<file path="src/rtl/nib_pack.sv">
// Round-robin nibble packer: three W-bit lanes are merged into 2W-bit bytes
// and queued in a small FIFO, with flush to pad out a trailing half byte.
module nib_pack #(
    parameter int unsigned W     = 4,
    parameter int unsigned DEPTH = 4
) (
    input  logic                       clk,
    input  logic                       rst,
    input  logic [W-1:0]               l1_dat,
    input  logic [W-1:0]               l2_dat,
    input  logic [W-1:0]               l3_dat,
    input  logic                       l1_vld,
    input  logic                       l2_vld,
    input  logic                       l3_vld,
    output logic                       l1_rdy,
    output logic                       l2_rdy,
    output logic                       l3_rdy,
    input  logic                       flush,
    output logic [2*W-1:0]             out_dat,
    output logic                       out_vld,
    input  logic                       out_rdy,
    output logic [$clog2(DEPTH):0]     cnt
);
    localparam int unsigned AW = $clog2(DEPTH);
    localparam int unsigned CW = AW + 1;
    localparam int unsigned BW = 2 * W;

    logic [1:0]    ptr_q, ptr_d;
    logic          half_q, half_d;
    logic [W-1:0]  low_q, low_d;
    logic          pend_q, pend_d;
    logic [AW-1:0] wr_q, wr_d, rd_q, rd_d;
    logic [CW-1:0] cnt_q, cnt_d;
    logic [BW-1:0] mem_q [DEPTH];

    logic [2:0]    vld, rot, pick, gnt;
    logic          full, empty, block, any_gnt, flush_svc, push, pop;
    logic [W-1:0]  gdat;
    logic [BW-1:0] wr_byte;

    assign vld   = {l3_vld, l2_vld, l1_vld};
    assign full  = (cnt_q == CW'(DEPTH));
    assign empty = (cnt_q == CW'(0));

    // A pending flush is serviced once the FIFO had room at the start of the cycle.
    assign flush_svc = half_q && !full && (pend_q || flush);
    assign block     = rst || flush || pend_q || (half_q && full);

    // Rotate so the pointer lane sits at bit 0, pick lowest, rotate back.
    always_comb begin
        rot = vld;
        unique case (ptr_q)
            2'd2:    rot = {vld[0], vld[2], vld[1]};
            2'd3:    rot = {vld[1], vld[0], vld[2]};
            default: rot = vld;
        endcase
        if (rot[0])      pick = 3'b001;
        else if (rot[1]) pick = 3'b010;
        else if (rot[2]) pick = 3'b100;
        else             pick = 3'b000;
        gnt = pick;
        unique case (ptr_q)
            2'd2:    gnt = {pick[1], pick[0], pick[2]};
            2'd3:    gnt = {pick[0], pick[2], pick[1]};
            default: gnt = pick;
        endcase
        if (block) gnt = 3'b000;
    end

    assign any_gnt = |gnt;
    assign l1_rdy  = gnt[0];
    assign l2_rdy  = gnt[1];
    assign l3_rdy  = gnt[2];

    always_comb begin
        gdat = l1_dat;
        if (gnt[1])      gdat = l2_dat;
        else if (gnt[2]) gdat = l3_dat;
    end

    assign push    = flush_svc || (any_gnt && half_q);
    assign pop     = !empty && out_rdy;
    assign wr_byte = flush_svc ? {W'(0), low_q} : {gdat, low_q};

    always_comb begin
        ptr_d  = ptr_q;
        half_d = half_q;
        low_d  = low_q;
        pend_d = pend_q ? full : (flush && half_q && full);
        wr_d   = push ? wr_q + AW'(1) : wr_q;
        rd_d   = pop  ? rd_q + AW'(1) : rd_q;
        cnt_d  = cnt_q;
        if (gnt[0]) ptr_d = 2'd2;
        if (gnt[1]) ptr_d = 2'd3;
        if (gnt[2]) ptr_d = 2'd1;
        if (flush_svc) begin
            half_d = 1'b0;
        end else if (any_gnt) begin
            half_d = !half_q;
            if (!half_q) low_d = gdat;
        end
        if (push && !pop)      cnt_d = cnt_q + CW'(1);
        else if (pop && !push) cnt_d = cnt_q - CW'(1);
    end

    always_ff @(posedge clk or posedge rst) begin
        if (rst) begin
            ptr_q  <= 2'd1;
            half_q <= 1'b0;
            low_q  <= '0;
            pend_q <= 1'b0;
            wr_q   <= '0;
            rd_q   <= '0;
            cnt_q  <= '0;
            for (int i = 0; i < int'(DEPTH); i++) mem_q[i] <= '0;
        end else begin
            ptr_q  <= ptr_d;
            half_q <= half_d;
            low_q  <= low_d;
            pend_q <= pend_d;
            wr_q   <= wr_d;
            rd_q   <= rd_d;
            cnt_q  <= cnt_d;
            if (push) mem_q[wr_q] <= wr_byte;
        end
    end

    assign out_vld = !empty;
    assign out_dat = empty ? '0 : mem_q[rd_q];
    assign cnt     = cnt_q;
endmodule

</file>
<file path="config.mk">
export PLATFORM = sky130hd
export DESIGN_NAME = nib_pack
export DESIGN_NICKNAME = d
export VERILOG_FILES = /design/src/rtl/nib_pack.sv
export SDC_FILE = /design/constraint.sdc
export NUM_CORES = 1
export LEC_CHECK = 0
export CORE_MARGIN = 4
export CORE_UTILIZATION = 30
export CTS_CLUSTER_SIZE = 30
export DETAILED_ROUTE_END_ITERATION = 7
export HOLD_SLACK_MARGIN = 0.15
export PLACE_DENSITY = 0.48
export REMOVE_ABC_BUFFERS = 1
export SYNTH_ARGS = -nofsm -noshare
export SYNTH_HDL_FRONTEND = slang
export SYNTH_SLANG_ARGS = --single-unit
export TNS_END_PERCENT = 50
</file>
<file path="constraint.sdc">
create_clock -name clk -period 3.9 [get_ports clk]
set_input_delay 0.585 -clock clk [delete_from_list [all_inputs] [get_ports clk]]
set_output_delay 0.585 -clock clk [all_outputs]
set_load 0.005 [all_outputs]
</file>
# ---- Word-level counts from Yosys, hierarchy flattened
# Index checks and enable logic that the tools add are counted.
dict set report totals {
  ff_bits 47
  out_inout_bits 15
  wordCells 75
}
dict set report op_classes {
  add_sub_neg 4
  n_lt_le_gt_ge 3
  n_eq_ne 3
  n_mux 24
  n_bitwise 4
  reduce_logical 26
}
# cell count
set op_table {}
lappend op_table {{2-to-1 mux 8 bit} 5}
lappend op_table {{bitwise mux 32 bit} 1}
lappend op_table {{2-to-1 mux 3 bit} 6}
lappend op_table {{binary-select mux 8 bit (select 2 bit)} 1}
lappend op_table {{demux 8 bit (select 2 bit)} 1}
lappend op_table {{one-hot mux 3 bit (2 select lines)} 2}
lappend op_table {{logical AND 1 bit} 10}
lappend op_table {{2-to-1 mux 4 bit} 2}
lappend op_table {{greater-or-equal comparator 3 bit, second input constant} 2}
lappend op_table {{2-to-1 mux 2 bit} 3}
lappend op_table {{NOT 2 -> 3 bit} 2}
lappend op_table {{zero test 1 bit} 5}
lappend op_table {{logical OR 1 bit} 5}
lappend op_table {{adder 2 x 1 -> 2 bit, second input constant} 2}
lappend op_table {{== test 2 bit, second input constant} 2}
lappend op_table {{nonzero test 2 bit} 2}
lappend op_table {{adder 3 x 1 -> 3 bit, second input constant} 1}
lappend op_table {{== test 3 bit, second input constant} 1}
lappend op_table {{zero test 3 bit} 1}
lappend op_table {{less-than comparator 3 x 1 -> 1 bit, second input constant} 1}
lappend op_table {{2-to-1 mux 1 bit} 3}
lappend op_table {{AND reduction 3 bit} 1}
lappend op_table {{nonzero test 3 bit} 1}
lappend op_table {{OR reduction 3 bit} 1}
lappend op_table {{other kinds (2)} 3}

# ---- Depth between registers and ports, before layout
dict set report depth {
  ltp_word 14
  mapped_depth 10
  mapped_depth_nobuf 9
}

# ---- Worst setup path before layout
# OpenSTA, ideal clock, no wires.
dict set report synth_path {
  kind {input-to-reg}
  from {input port l3_vld}
  to {register cnt_q[1], in the netlist cnt[1]}
  setup_ps 125
  arrival_ps 2100
  required_ps 3775
  path_slack_ps 1675
  cell_stages 8
  cell_sequence {nor3_2 -> o21ai_2 -> and3_1 -> buf_4 -> ha_1 -> inv_1 -> fa_1 -> mux2_2}
}
dict set report synth_between {
  elab_cells_between_ends 14
  cone_classes {mux (7); reduce/logical (7)}
}
# element line
set synth_lines {}
lappend synth_lines {{start: declaration} 14} ;# input logic l3_vld,
lappend synth_lines {{one-hot mux 3 bit (2 select lines) (*)} 52} ;# unique case (ptr_q)
lappend synth_lines {{2-to-1 mux 3 bit} 59} ;# else if (rot[2]) pick = 3'b100;
lappend synth_lines {{2-to-1 mux 3 bit} 58} ;# else if (rot[1]) pick = 3'b010;
lappend synth_lines {{2-to-1 mux 3 bit (*)} 57} ;# if (rot[0]) pick = 3'b001;
lappend synth_lines {{one-hot mux 3 bit (2 select lines) (*)} 62} ;# unique case (ptr_q)
lappend synth_lines {{2-to-1 mux 3 bit (*)} 67} ;# if (block) gnt = 3'b000;
lappend synth_lines {{OR reduction 3 bit (*)} 70} ;# assign any_gnt = |gnt;
lappend synth_lines {{logical AND 1 bit (*)} 81} ;# assign push = flush_svc || (any_gnt && half_q);
lappend synth_lines {{logical OR 1 bit (*)} 81}
lappend synth_lines {{via push} 37} ;# logic full, empty, block, any_gnt, flush_svc, push, pop;
lappend synth_lines {{logical AND 1 bit (*)} 102} ;# if (push && !pop) cnt_d = cnt_q + CW'(1);
lappend synth_lines {{2-to-1 mux 3 bit (*)} 102}
lappend synth_lines {{via cnt_d[1]} 33} ;# logic [CW-1:0] cnt_q, cnt_d;
lappend synth_lines {{end signal: assignment} 123} ;# cnt_q <= cnt_d;
lappend synth_lines {{end: declaration} 33}
# Mark *: on every way through the listed nets, which the timed path passes. The rest lies on a longest branch.
# A chain may end at the register's enable or synchronous reset.

# ---- Worst setup path after layout
dict set report layout_path {
  from {input port flush}
  to {output port l2_rdy}
}
dict set report layout_between {
  elab_chain_len 4
}
# element line
set layout_rtl {}
lappend layout_rtl {{start: declaration} 18} ;# input logic flush,
lappend layout_rtl {{logical OR 1 bit (3 in series)} 47} ;# assign block = rst || flush || pend_q || (half_q && full);
lappend layout_rtl {{2-to-1 mux 3 bit} 67}
lappend layout_rtl {{end: declaration} 16} ;# output logic l2_rdy,
# No other way between the ends.

==> impl_summary.md <==
Place
The congestion estimate from routability-driven global placement came to ~0.73. Before CTS, the worst setup slack after placement is between 0.6 and 0.7 ns. The post-DP HPWL is 3823 um. Port buffering added 33 buffers.

Drt
The number of DRC violations after detailed routing is 0. The routed design has around 5500 um of wire. After the first detailed-routing iteration, the DRC count stood at 99. Summing over every cut layer, the via total after detailed routing is 1,594. The number of optimization iterations in the first detailed-route pass is 4. Using the TritonRoute via totals, the vias-per-cell ratio works out to 4.830. The number of nets with antenna violations after routing is 0. In the final routed layout, each cell accounts on average for roughly 17 um.

Timing
Timing would allow up to 310.3 MHz. Between clock sinks in the finished design, the worst skew comes to slightly above 0.005 ns. The final number of setup-violating endpoints is 0. The share of the clock period used by the worst path after layout is 82.63%.

The final critical-path required period is ~3.2 ns. The count of pins over their slew limit was 0. The sum of negative setup slack is 0 ns.

The number of hold violations in the final report is 0. The headroom to the max-slew limit is 32.17%. Across all setup checks in the final design, the least slack found is between 0.6 and 0.7 ns. Setup repair after global routing left no endpoint under its margin. At the pin with the least slew margin, the transition time is approximately 1.0 ns.

Power and ir drop
Dividing total power by cell area gives a power density of 757.2 nW/um2. The share of total power dissipated in the clock network is 15.3%. IR analysis of the VDD net gives a maximum drop of 0.3084 mV. The net switching power of the design is between 0.7 and 0.8 mW. The internal power of the cells totals approximately 1.5 mW. In this run, the combinational gates consume a little over two fifths of the power. In this run, flip-flops and latches consume a little over 40% of the power.

Net switching is between 30% and 40% of the power. The total leakage power is between 1 and 1.5 nW.

Die
The starting density of the core is 30.72%. The width of the die is between 90 and 100 um. The core box area is a little over 8000 um2. The die is between 90 and 100 um tall.

The die covers approximately 10000 um2. 34 I/O pins were placed. After floorplanning, the core was divided into 33 placement rows.

Worst setup path
The type of element launching the critical path is an input pin. STA classifies the critical path endpoint as an output port. The critical path in this run is classified as in2out. Along the worst path, the maximum fanout reaches 12.

The worst setup slack for register-to-register paths is around 1.5 ns. The required time of the critical path is 3.31 ns. For the worst setup path, the data arrival time is about 2.6 ns.

Min path
The path type of the worst min-delay path is reg2reg.

CTS
The number of levels in the clock H-tree is 2. The maximum clock path buffer count is 2. The count of buffers added by post-CTS timing repair for setup is 0. The CTS tree is done. Post-CTS repair changed the size of 0 cells.

The cell chosen for the clock root is sky130_fd_sc_hd__clkbuf_8. At the later pin of the worst-skew pair, clock insertion delay measures ~0.30 ns. For this design, the CTS-stage hold fixing added 0 buffers.

The count of clock tree sinks is 47. Clock-pin slew was measured on the worst setup and hold paths at 0.09 ns. Buffers inserted during clock tree synthesis total 5.

Yosys
The async set or reset register ratio after synthesis is 100.0%. The post-synthesis sequential element count is 47. The netlist area before placement is 2511 um2. The number of different library cells used by synthesis comes to 44. The gate count of the mapped netlist is 190. Yosys printed 0 warnings. A synthesized cell averages about 13 um2. For this run, the leading register cell type out of synthesis is sky130_fd_sc_hd__dfrtp_1.

The number of synthesized flops with an enable pin is 0. The sequential-to-total area share from yosys stat is 46.89%.

Global routing
The number of global-route vias before repair was 1,723. The total overflow left after global routing is 0. The maximum number of pins on one net before global-route repair is 48.

The wire length of the first global-routing pass is about 9000 um. The number of antenna violations at the first check in global routing is 0. Global routing used a little under an eighth of the available tracks across all layers.

Layout
The share of cells above drive strength 1 is between 20% and 30%. The top cell types in the final layout, fill and taps aside, are sky130_fd_sc_hd__dfrtp_1, sky130_fd_sc_hd__clkdlybuf4s50_1, sky130_fd_sc_hd__a22o_1, sky130_fd_sc_hd__mux2_4. The total number of nets in the final design is between 200 and 300.

The most common library cell in the layout ignoring fill and taps is sky130_fd_sc_hd__dfrtp_1. The sequential cells in the finished layout cover a total of ~1200 um2. Summing all multi-input logic gate instances after layout gives 1262 um2.

The area growth from synthesis to layout is 21.13%. 0 antenna diodes ended up in the layout. The layout has 820 filler cells.

Run status
The flow ran to the end, and the final reports show no timing, DRC or antenna violations.

Run
The reported max-cap violation count is 0.
## Yosys cell counts, types with 4 or more instances
master                     n  area (um2)
sky130_fd_sc_hd__mux2_2    9       101.4
sky130_fd_sc_hd__nand2_1   9       33.78
sky130_fd_sc_hd__xnor2_1   4       35.03
sky130_fd_sc_hd__mux4_2    8       180.2
sky130_fd_sc_hd__a22o_1   16       140.1
sky130_fd_sc_hd__nor2_1    8       30.03
sky130_fd_sc_hd__a21oi_1   6       30.03
sky130_fd_sc_hd__inv_1     7       26.28
sky130_fd_sc_hd__dfrtp_1  46        1151
sky130_fd_sc_hd__o22ai_1   4       25.02
sky130_fd_sc_hd__ha_1      5       62.56
sky130_fd_sc_hd__mux2_4   12       180.2
sky130_fd_sc_hd__and2_1    8       50.05
sky130_fd_sc_hd__a21oi_2   4       35.03
## state kept, by name, summed over array words and instances (netlist names)
name	flops
mem_q	32
low_q	4
cnt	3
ptr_q	2
rd_q	2
wr_q	2
half_q	1
pend_q	1
## routing by layer
metal	routed length [um]	track usage (%)	up-vias
li1	-	-	757
met1	2527	15.52	812
met3	137	2.314	7
met5	0	0	-
met4	51	2.836	0
met2	2753	19.16	18
## through the flow
step                std cells  cell area [um2]  hold WS [ns]  util, %  power [mW]
finish                    330             3042        0.5086    37.21       2.303
global placement          323             2935        0.4787    35.90       1.972
floorplan                 184             2466        0.4606        -       1.593
detailed placement        323             2935        0.4848    35.90       1.986
CTS                       330             3042        0.5049    37.21       2.346
global route              330             3042        0.5199    37.21       2.472
## cell type report
type	instances	share of cell area (%)
Tap cell	105	4.319
Sequential cell	47	38.71
Clock inverter	2	1.234
Inverter	7	0.8638
Clock buffer	5	2.262
Multi-Input combinational cell	130	41.51
Timing Repair Buffer	34	11.11
## logic make-up (layout without fill, tap and decap cells)
group                      Yosys count  in the layout  share of synthesized area, %
buffers and inverters               13             48                         2.841
muxes                               29             29                         18.39
adders and majority gates            6              6                         3.289
xor gates and xnor gates             6              6                         2.093
AOI/OAI and AO/OA                   42             42                         14.65
and+or+nand+nor                     47             47                         11.86
DFF                                 47             47                         46.89
## worst max-delay path: stages
cell	delay [ns]
sky130_fd_sc_hd__clkdlybuf4s50_1	0.44
sky130_fd_sc_hd__or3_4	0.42
sky130_fd_sc_hd__a31oi_4	0.42
sky130_fd_sc_hd__inv_1	0.14
sky130_fd_sc_hd__nor2_1	0.13
sky130_fd_sc_hd__clkdlybuf4s50_1	0.50
## power by group through the flow
stage | logic, mW | clock network (mW) | registers, mW
after floorplan | 0.712 | 0 | 0.881
after global placement | 1.01 | 0 | 0.957
after detailed placement | 1.02 | 0 | 0.964
after CTS | 1.02 | 0.367 | 0.954
after global routing | 1.10 | 0.386 | 0.985
final | 1.00 | 0.352 | 0.947
## final timing paths
check | start | end | cells after the start
min in group asynchronous | rst | half_q | 2
setup reg to reg | cnt[2] | cnt[2] | 8
hold / removal | mem_q[12] | mem_q[12] | 1
max in group asynchronous | rst | cnt[0] | 2
setup / recovery | flush | l2_rdy | 6
hold reg to reg | mem_q[12] | mem_q[12] | 1
(Power assumes the default switching activity.)
